--- src/rtl/cascade_pkg.sv ---
// cascade_pkg: types and default image/window geometry shared by the cascade
// blocks (window position source, position matching, classifier).
package cascade_pkg;

    typedef enum logic [1:0] {
        IDLE,
        SCAN,
        DONE
    } window_pos_gen_state_e;

    localparam int CASCADE_IMG_WIDTH  = 45;
    localparam int CASCADE_IMG_HEIGHT = 45;
    localparam int CASCADE_WIN_WIDTH  = 24;
    localparam int CASCADE_WIN_HEIGHT = 24;

endpackage

--- src/rtl/window_pos_gen_step_counter.sv ---
// step_counter: stride-STEP up-counter with clear, wrap past MAX and a registered
// at_last flag that is high while the next increment would wrap.
module step_counter #(
    parameter int W    = 6,
    parameter int STEP = 1,
    parameter int MAX  = 21
) (
    input  logic         clk,
    input  logic         rst,
    input  logic         clr_i,
    input  logic         inc_i,
    output logic [W-1:0] cnt_o,
    output logic         at_last_o
);

    localparam logic [W:0]   STEP_W = (W+1)'(STEP);
    localparam logic [W:0]   MAX_W  = (W+1)'(MAX);
    localparam logic [W-1:0] STEP_N = W'(STEP);

    logic [W-1:0] cnt_q, cnt_d;
    logic         last_q, last_d;

    // One extra bit so cnt+STEP cannot wrap before the limit compare.
    function automatic logic is_last(input logic [W-1:0] c);
        return ({1'b0, c} + STEP_W) > MAX_W;
    endfunction

    always_comb begin
        cnt_d  = clr_i ? '0 : !inc_i ? cnt_q : last_q ? '0 : cnt_q + STEP_N;
        last_d = is_last(cnt_d);
    end

    always_ff @(posedge clk) begin
        if (rst) begin
            cnt_q  <= '0;
            last_q <= is_last('0);
        end else begin
            cnt_q  <= cnt_d;
            last_q <= last_d;
        end
    end

    assign cnt_o     = cnt_q;
    assign at_last_o = last_q;

endmodule

--- src/rtl/window_pos_gen.sv ---
// window_pos_gen: raster-order detection-window position source with valid/ready/eot.
// Define WINDOW_POS_GEN_FRAME_CNT_EN to add a 16-bit completed-frame counter output.
module window_pos_gen
    import cascade_pkg::*;
#(
    parameter int  IMG_WIDTH  = CASCADE_IMG_WIDTH,
    parameter int  IMG_HEIGHT = CASCADE_IMG_HEIGHT,
    parameter int  WIN_WIDTH  = CASCADE_WIN_WIDTH,
    parameter int  WIN_HEIGHT = CASCADE_WIN_HEIGHT,
    parameter int  STEP       = 1,
    localparam int W_X        = $clog2(IMG_WIDTH),
    localparam int W_Y        = $clog2(IMG_HEIGHT)
) (
    input  logic           clk,
    input  logic           rst,
    input  logic           start,
    output logic           busy,
    output logic           done,
    output logic           window_pos_valid,
    input  logic           window_pos_ready,
    output logic           window_pos_eot,
    output logic [W_X-1:0] window_pos_x,
    output logic [W_Y-1:0] window_pos_y
`ifdef WINDOW_POS_GEN_FRAME_CNT_EN
    ,
    output logic [15:0]    frame_cnt
`endif
);

    localparam int X_MAX = IMG_WIDTH - WIN_WIDTH;
    localparam int Y_MAX = IMG_HEIGHT - WIN_HEIGHT;

    window_pos_gen_state_e state_q, state_d;
    logic launch, xfer, x_last, y_last;

    assign launch = state_q == IDLE && start;
    assign xfer   = state_q == SCAN && window_pos_ready;

    step_counter #(.W(W_X), .STEP(STEP), .MAX(X_MAX)) u_x (
        .clk       (clk),
        .rst       (rst),
        .clr_i     (launch),
        .inc_i     (xfer),
        .cnt_o     (window_pos_x),
        .at_last_o (x_last)
    );

    // y advances only when x wraps back to column 0.
    step_counter #(.W(W_Y), .STEP(STEP), .MAX(Y_MAX)) u_y (
        .clk       (clk),
        .rst       (rst),
        .clr_i     (launch),
        .inc_i     (xfer && x_last),
        .cnt_o     (window_pos_y),
        .at_last_o (y_last)
    );

    always_comb begin
        state_d = state_q;
        case (state_q)
            IDLE:    state_d = start ? SCAN : IDLE;
            SCAN:    state_d = (xfer && x_last && y_last) ? DONE : SCAN;
            default: state_d = IDLE;
        endcase
    end

    always_ff @(posedge clk) begin
        if (rst) state_q <= IDLE;
        else     state_q <= state_d;
    end

    assign busy             = state_q != IDLE;
    assign done             = state_q == DONE;
    assign window_pos_valid = state_q == SCAN;
    assign window_pos_eot   = window_pos_valid && x_last && y_last;

`ifdef WINDOW_POS_GEN_FRAME_CNT_EN
    logic [15:0] frame_cnt_q;

    always_ff @(posedge clk) begin
        if (rst)                       frame_cnt_q <= '0;
        else if (xfer && window_pos_eot) frame_cnt_q <= frame_cnt_q + 16'd1;
    end

    assign frame_cnt = frame_cnt_q;
`endif

endmodule

--- config.mk ---
export PLATFORM = sky130hd
export DESIGN_NAME = window_pos_gen
export DESIGN_NICKNAME = d
export VERILOG_FILES = /design/src/rtl/cascade_pkg.sv /design/src/rtl/window_pos_gen_step_counter.sv /design/src/rtl/window_pos_gen.sv
export SDC_FILE = /design/constraint.sdc
export NUM_CORES = 1
export LEC_CHECK = 0
export CORE_ASPECT_RATIO = 1.1
export CORE_MARGIN = 4
export CORE_UTILIZATION = 49
export CTS_BUF_LIST = sky130_fd_sc_hd__clkbuf_4 sky130_fd_sc_hd__clkbuf_8
export CTS_CLUSTER_SIZE = 14
export DETAILED_ROUTE_END_ITERATION = 16
export GPL_TIMING_DRIVEN = 0
export PLACE_DENSITY = 0.78
export SYNTH_ARGS = -nofsm -noshare
export SYNTH_HDL_FRONTEND = slang
export SYNTH_SLANG_ARGS = --single-unit
--- constraint.sdc ---
create_clock -name clk -period 2.2 [get_ports clk]
set_clock_uncertainty 0.1 [all_clocks]
set_input_delay 0.33 -clock clk [delete_from_list [all_inputs] [get_ports clk]]
set_output_delay 0.33 -clock clk [all_outputs]
set_load 0.01 [all_outputs]
---- Word level (Yosys, flattened, before mapping) ----
Index checks and enable logic that the tools add are counted.
word-level totals
  flip-flop bits (word level) ............. 16
  latch bits .............................. 0
  memory bits (writable) .................. 0
  memory bits (read-only) ................. 0
  input port bits ......................... 4
  word-level logic and storage cells ...... 30
  memories kept ........................... 0
cells by class
  add/subtract/negate cells ............... 4
  multipliers ............................. 0
  div/mod/pow operators ................... 0
  magnitude comparators ................... 2
  equality and inequality tests ........... 2
  shifts and indexed selects .............. 0
  muxes and demuxes ....................... 9
  bitwise operators ....................... 0
  reduce and logical (&&, ||, !) cells .... 8
operators with widths
  operator                                                        number
  two-way mux 6 bit                                               6
  adder 6 x 1 -> 7 bit (second input constant)                    2
  greater-than comparator 7 x 5 -> 1 bit (second input constant)  2
  adder 6 x 1 -> 6 bit (second input constant)                    2
  logical AND 1 bit                                               6
  one-hot mux 2 bit (2 select lines)                              1
  == test 2 x 1 -> 1 bit (second input constant)                  1
  == test 2 bit (second input constant)                           1
  zero test 2 bit                                                 1
  two-way mux 2 bit                                               1
  nonzero test 2 bit                                              1
  two-way mux 1 bit                                               1

---- Longest topological paths before layout ----
  depth after elaboration ................. 7
  depth in mapped cells ................... 10

---- By module ----
Synthesis repeated with hierarchy kept, for this count alone.
unflattened totals
  cell total of the unflattened synthesis .. 150
  area total of the unflattened synthesis .. 1,267.5 µm²
modules (own cells, without submodules)
  module               times used  cells an instance  area an instance (µm²)  seq. area each (µm²)
  step_counter at u_y  1           68                 574.3                   140.1
  step_counter at u_x  1           67                 565.5                   140.1
  window_pos_gen       1           15                 127.6                   40.0

---- Worst setup path after synthesis ----
No wires, ideal clock.
  path type ............................... register -> register
  start point ............................. reg u_x.cnt_q[0] (netlist: u_x.cnt_o[0])
  end point ............................... reg u_x.last_q (netlist: u_x.at_last_o)
  setup time .............................. 0.071 ns
  data arrival time ....................... 2.035 ns
  path slack .............................. -0.006 ns
  stages on the path, launching flop included .. 9
  clock period less this slack ............ 2.206 ns
  path through ............................ dfxtp_1 or4b_2 o21ai_0 a22oi_1 ha_1 nor2_1 o32ai_1 a31oi_1 a21oi_1
between the ends
  word-level cells in the longest chain between the ends .. 6
RTL lines
  what                                      line                               source
  start: declaration                        window_pos_gen_step_counter.sv:20  logic [W-1:0] cnt_q, cnt_d;
  start signal: assignment                  window_pos_gen_step_counter.sv:38  cnt_q <= cnt_d;
  adder 6 x 1 -> 6 bit                      window_pos_gen_step_counter.sv:29  cnt_d = clr_i ? '0 : !inc_i ? cnt_q : last_q ? '0 : cnt_q + STEP_N;
  two-way mux 6 bit                         window_pos_gen_step_counter.sv:29
  two-way mux 6 bit * (2 in series)         window_pos_gen_step_counter.sv:29
  adder 6 x 1 -> 7 bit *                    window_pos_gen_step_counter.sv:25  return ({1'b0, c} + STEP_W) > MAX_W;
  greater-than comparator 7 x 5 -> 1 bit *  window_pos_gen_step_counter.sv:25
  end signal: assignment                    window_pos_gen_step_counter.sv:36  last_q <= is_last('0);
  end signal: assignment                    window_pos_gen_step_counter.sv:39  last_q <= last_d;
  end: declaration                          window_pos_gen_step_counter.sv:21  logic last_q, last_d;
Every way passes the cells marked *; elsewhere a longest branch is shown, timed or not.
A chain may end at the register's enable or synchronous reset.

---- Worst setup path after layout ----
  start point ............................. reg state_q[0]
  end point ............................... reg u_y.last_q (netlist: u_y.at_last_o)
between the ends
  word-level cells in the longest chain between the ends .. 7
  elaborated cells between the ends (all ways) .. 9
  classes of those cells .................. add/sub (1); order compare (1); eq/ne (1); mux (2); reduce/logical (4)
RTL lines
  what                                      line                               source
  start: declaration                        window_pos_gen.sv:33               window_pos_gen_state_e state_q, state_d;
  start signal: assignment                  window_pos_gen.sv:69               else state_q <= state_d;
  == test 2 x 1 -> 1 bit                    window_pos_gen.sv:37               assign xfer = state_q == SCAN && window_pos_ready;
  logical AND 1 bit                         window_pos_gen.sv:37
  logical AND 1 bit                         window_pos_gen.sv:53               .inc_i (xfer && x_last),
  two-way mux 6 bit                         window_pos_gen_step_counter.sv:29
  two-way mux 6 bit *                       window_pos_gen_step_counter.sv:29
  adder 6 x 1 -> 7 bit *                    window_pos_gen_step_counter.sv:25
  greater-than comparator 7 x 5 -> 1 bit *  window_pos_gen_step_counter.sv:25
  end signal: assignment                    window_pos_gen_step_counter.sv:36
  end signal: assignment                    window_pos_gen_step_counter.sv:39
  end: declaration                          window_pos_gen_step_counter.sv:21
Marked as above.

==> reports/qor.yml <==
status:
  outcome: "finished with violations"
  violations: "setup timing"
place:
  place.gp.congestion: 0.810
  hpwl_um: 2160
  dp.cells: 192
  place_area_mm2: 0.00139
  portBuffers: 19
worst_setup_path:
  cp-end-kind: "flop"
  slowest_stage: "dfxtp_4"
  worstSetupStartpointType: "flop"
  cp_max_fo: 8
  path_cells: "buf_6, and4b_2, buf_4, buf_4, nand4_1, buf_4, o211ai_4, nand4_1, xor2_2, a41oi_2, a211oi_2"
  cp.arrival_ns: 2.42
  path_common_cell: "buf_4"
  critPathMaxStageDelay_ns: 0.40
  crit_type: "reg -> reg"
  crit_required_ns: 2.32
detailed_routing:
  viasPerCell: 6.26
  drt.antenna.violating_nets: 0
  routed_wl_um: 4100
  drc: 0
  wire_per_inst_um: 18.6
  dr_total_vias: 1377
  drt-initial-drc-count: 64
  drtPass1Iterations: 5
power:
  ir_worst_vdd_mv: 0.469
  finalPower_w: 0.000549
  p_leak_nw: 0.727
  pwr_density_cell_mw_per_mm2: 297
sta:
  rsz0062_at_grt: "true"
  period_share: 1.05
  setup_violations: 1
  slew_headroom: 0.689
  finalCriticalPeriod_ns: 2.31
  hold_viol_final: 0
  fmax_ghz: 0.434
  slew_violations: 0
  setup_slack_ns: -0.106
  worst_slew_pin_slew_ns: 0.467
floorplan:
  core-area_mm2: 0.00225
  chipHeight_um: 59.0
  die_w_um: 54.4
  num_rows: 18
  dieArea_mm2: 0.00321
  start_util: 0.515
  ios: 20
global_routing:
  grt_first_pass_wirelength_um: 5240
  grt_antenna_before_repair: 0
  grt_pass1_vias: 1237
  grt_usage: 0.216
  grt-ovfl-total: 0
  grt_max_degree: 11
finish:
  final_cells: 220
  drive_above_1_share: 0.368
  final_nets: 202
  synthToLayoutAreaGrowth_pct: 59.5
  fin_area_mm2: 0.00185
  antenna_cells: 0
min_path:
  hold_path_class: "in -> reg"
synthesis:
  syn_area_per_cell_um2: 8.11
  yosysWarnings: 0
  syn_inst: 143
  synthArstFlopShare: 0
  synth.most_common_cell: "nor2_1"
  synth_ff_type: "dfxtp_1"
  synth_top_area_cell: "dfxtp_1"
  synth_nets: 153
  synth_edf_count: 0
  synth_area_leaders: "dfxtp_1, ha_1, nor2_1"
  synthTopCellsByCount: "nor2_1, dfxtp_1, nand2_1"
  synth_top_area_share: 0.276
  ys_ff_latch: 16
  ys_seq_area_frac: 0.276
  synth_cell_types: 46
  syn_area_mm2: 0.00116
cts:
  h-tree-depth: 1
  clockBufferDepth: 2
  cts_made_buffers: 3
  root_buffer: "clkbuf_4"
  cts_tree: "yes"
  cts_hold_buffers: 0
  path_clk_slew_ns: 0.11
  cts_sinks: 16
  worst_skew_pair.late_latency_ns: 0.30
run:
  drv_cap: 0
-- what timing repair did --
item | CTS | global route
endpoints found under the setup margin | 4 | 2
setup buffers | 8 | 16
pin swaps | 12 | 20
cloned | 0 | 2
gates resized for setup | 28 | 23
-- layer usage --
layer  GRT usage  wire length [µm]  vias to the layer above
met3      0.0403               337                       23
met1       0.257              1500                      649
met2       0.369              2090                       86
met4      0.0925               172                        0
li1            -                 -                      619
met5           0                 0                        -
-- final timing paths --
path | endpoint | startpoint | cells after the start | slack [ns]
worst min-delay path | state_q[1] | window_pos_ready | 2 | 0.45
worst max-delay path | u_y.at_last_o | state_q[0] | 11 | -0.11
worst max register to register | u_y.at_last_o | state_q[0] | 11 | -0.11
worst min register to register | state_q[1] | u_y.at_last_o | 2 | 0.47
-- power breakdown --
group	switching, W	total, W	internal, W
registers	0.00000353	0.000290	0.000286
logic	0.0000499	0.0000951	0.0000452
clock network	0.000101	0.000164	0.0000637
total	0.000154	0.000549	0.000395
-- critical path, delay by kind of cell, from the launching register on --
kind                   cells  cell delay (ns)
XOR/XNOR                   1             0.23
flip-flops                 1             0.40
AND/OR/NAND/NOR            3             0.53
AO/OA/AOI/OAI              3             0.43
buffers and inverters      4             0.53
-- sequential cells by signal, summed over array words and instances (netlist names) --
name / count
state_q: 2
u_y.at_last_o: 1
u_y.cnt_o: 6
u_x.at_last_o: 1
u_x.cnt_o: 6
-- cells in the final DEF (no fill, tap or decap), types with 4 or more instances in the layout --
master	netlist	final
a21oi_4	2	4
nor2b_1	5	5
xnor2_1	4	4
nor3_1	4	4
nand3_1	6	6
nor2_1	17	15
buf_4	1	23
ha_4	0	4
inv_1	7	6
clkdlybuf4s50_1	0	18
dfxtp_4	0	6
nand4_1	6	6
nand2_1	13	12
a21oi_1	5	4
dfxtp_1	16	10
-- through the flow --
step           hold WS, ns   util  setup TNS, ns  setup WS, ns
6_report             0.447  0.822         -0.106        -0.106
5_1_grt              0.449  0.822         -0.330        -0.267
4_1_cts              0.407  0.701        -0.0292       -0.0292
3_5_place_dp         0.437  0.617          -1.55        -0.762
3_3_place_gp         0.435  0.617          -1.35        -0.681
2_1_floorplan        0.302      -              0        0.0238
-- cells by family after synthesis --
family	synth area share
DFF	0.276
muxes	0.00971
xor gates and xnor gates	0.0604
buffers and inverters	0.0388
adders and majority gates	0.0647
AOI/OAI and AO/OA	0.202
and+or+nand+nor	0.348
-- area by class of cell --
class,count,area [µm²]
multi-input cells,118,1020
fillers,132,402
repair buffers,43,384
flip-flops and latches,16,343
well taps,30,37.5
inverters,7,26.3
clock buffers,3,22.5
plain buffers,3,20.0
(Power assumes the default switching activity.)
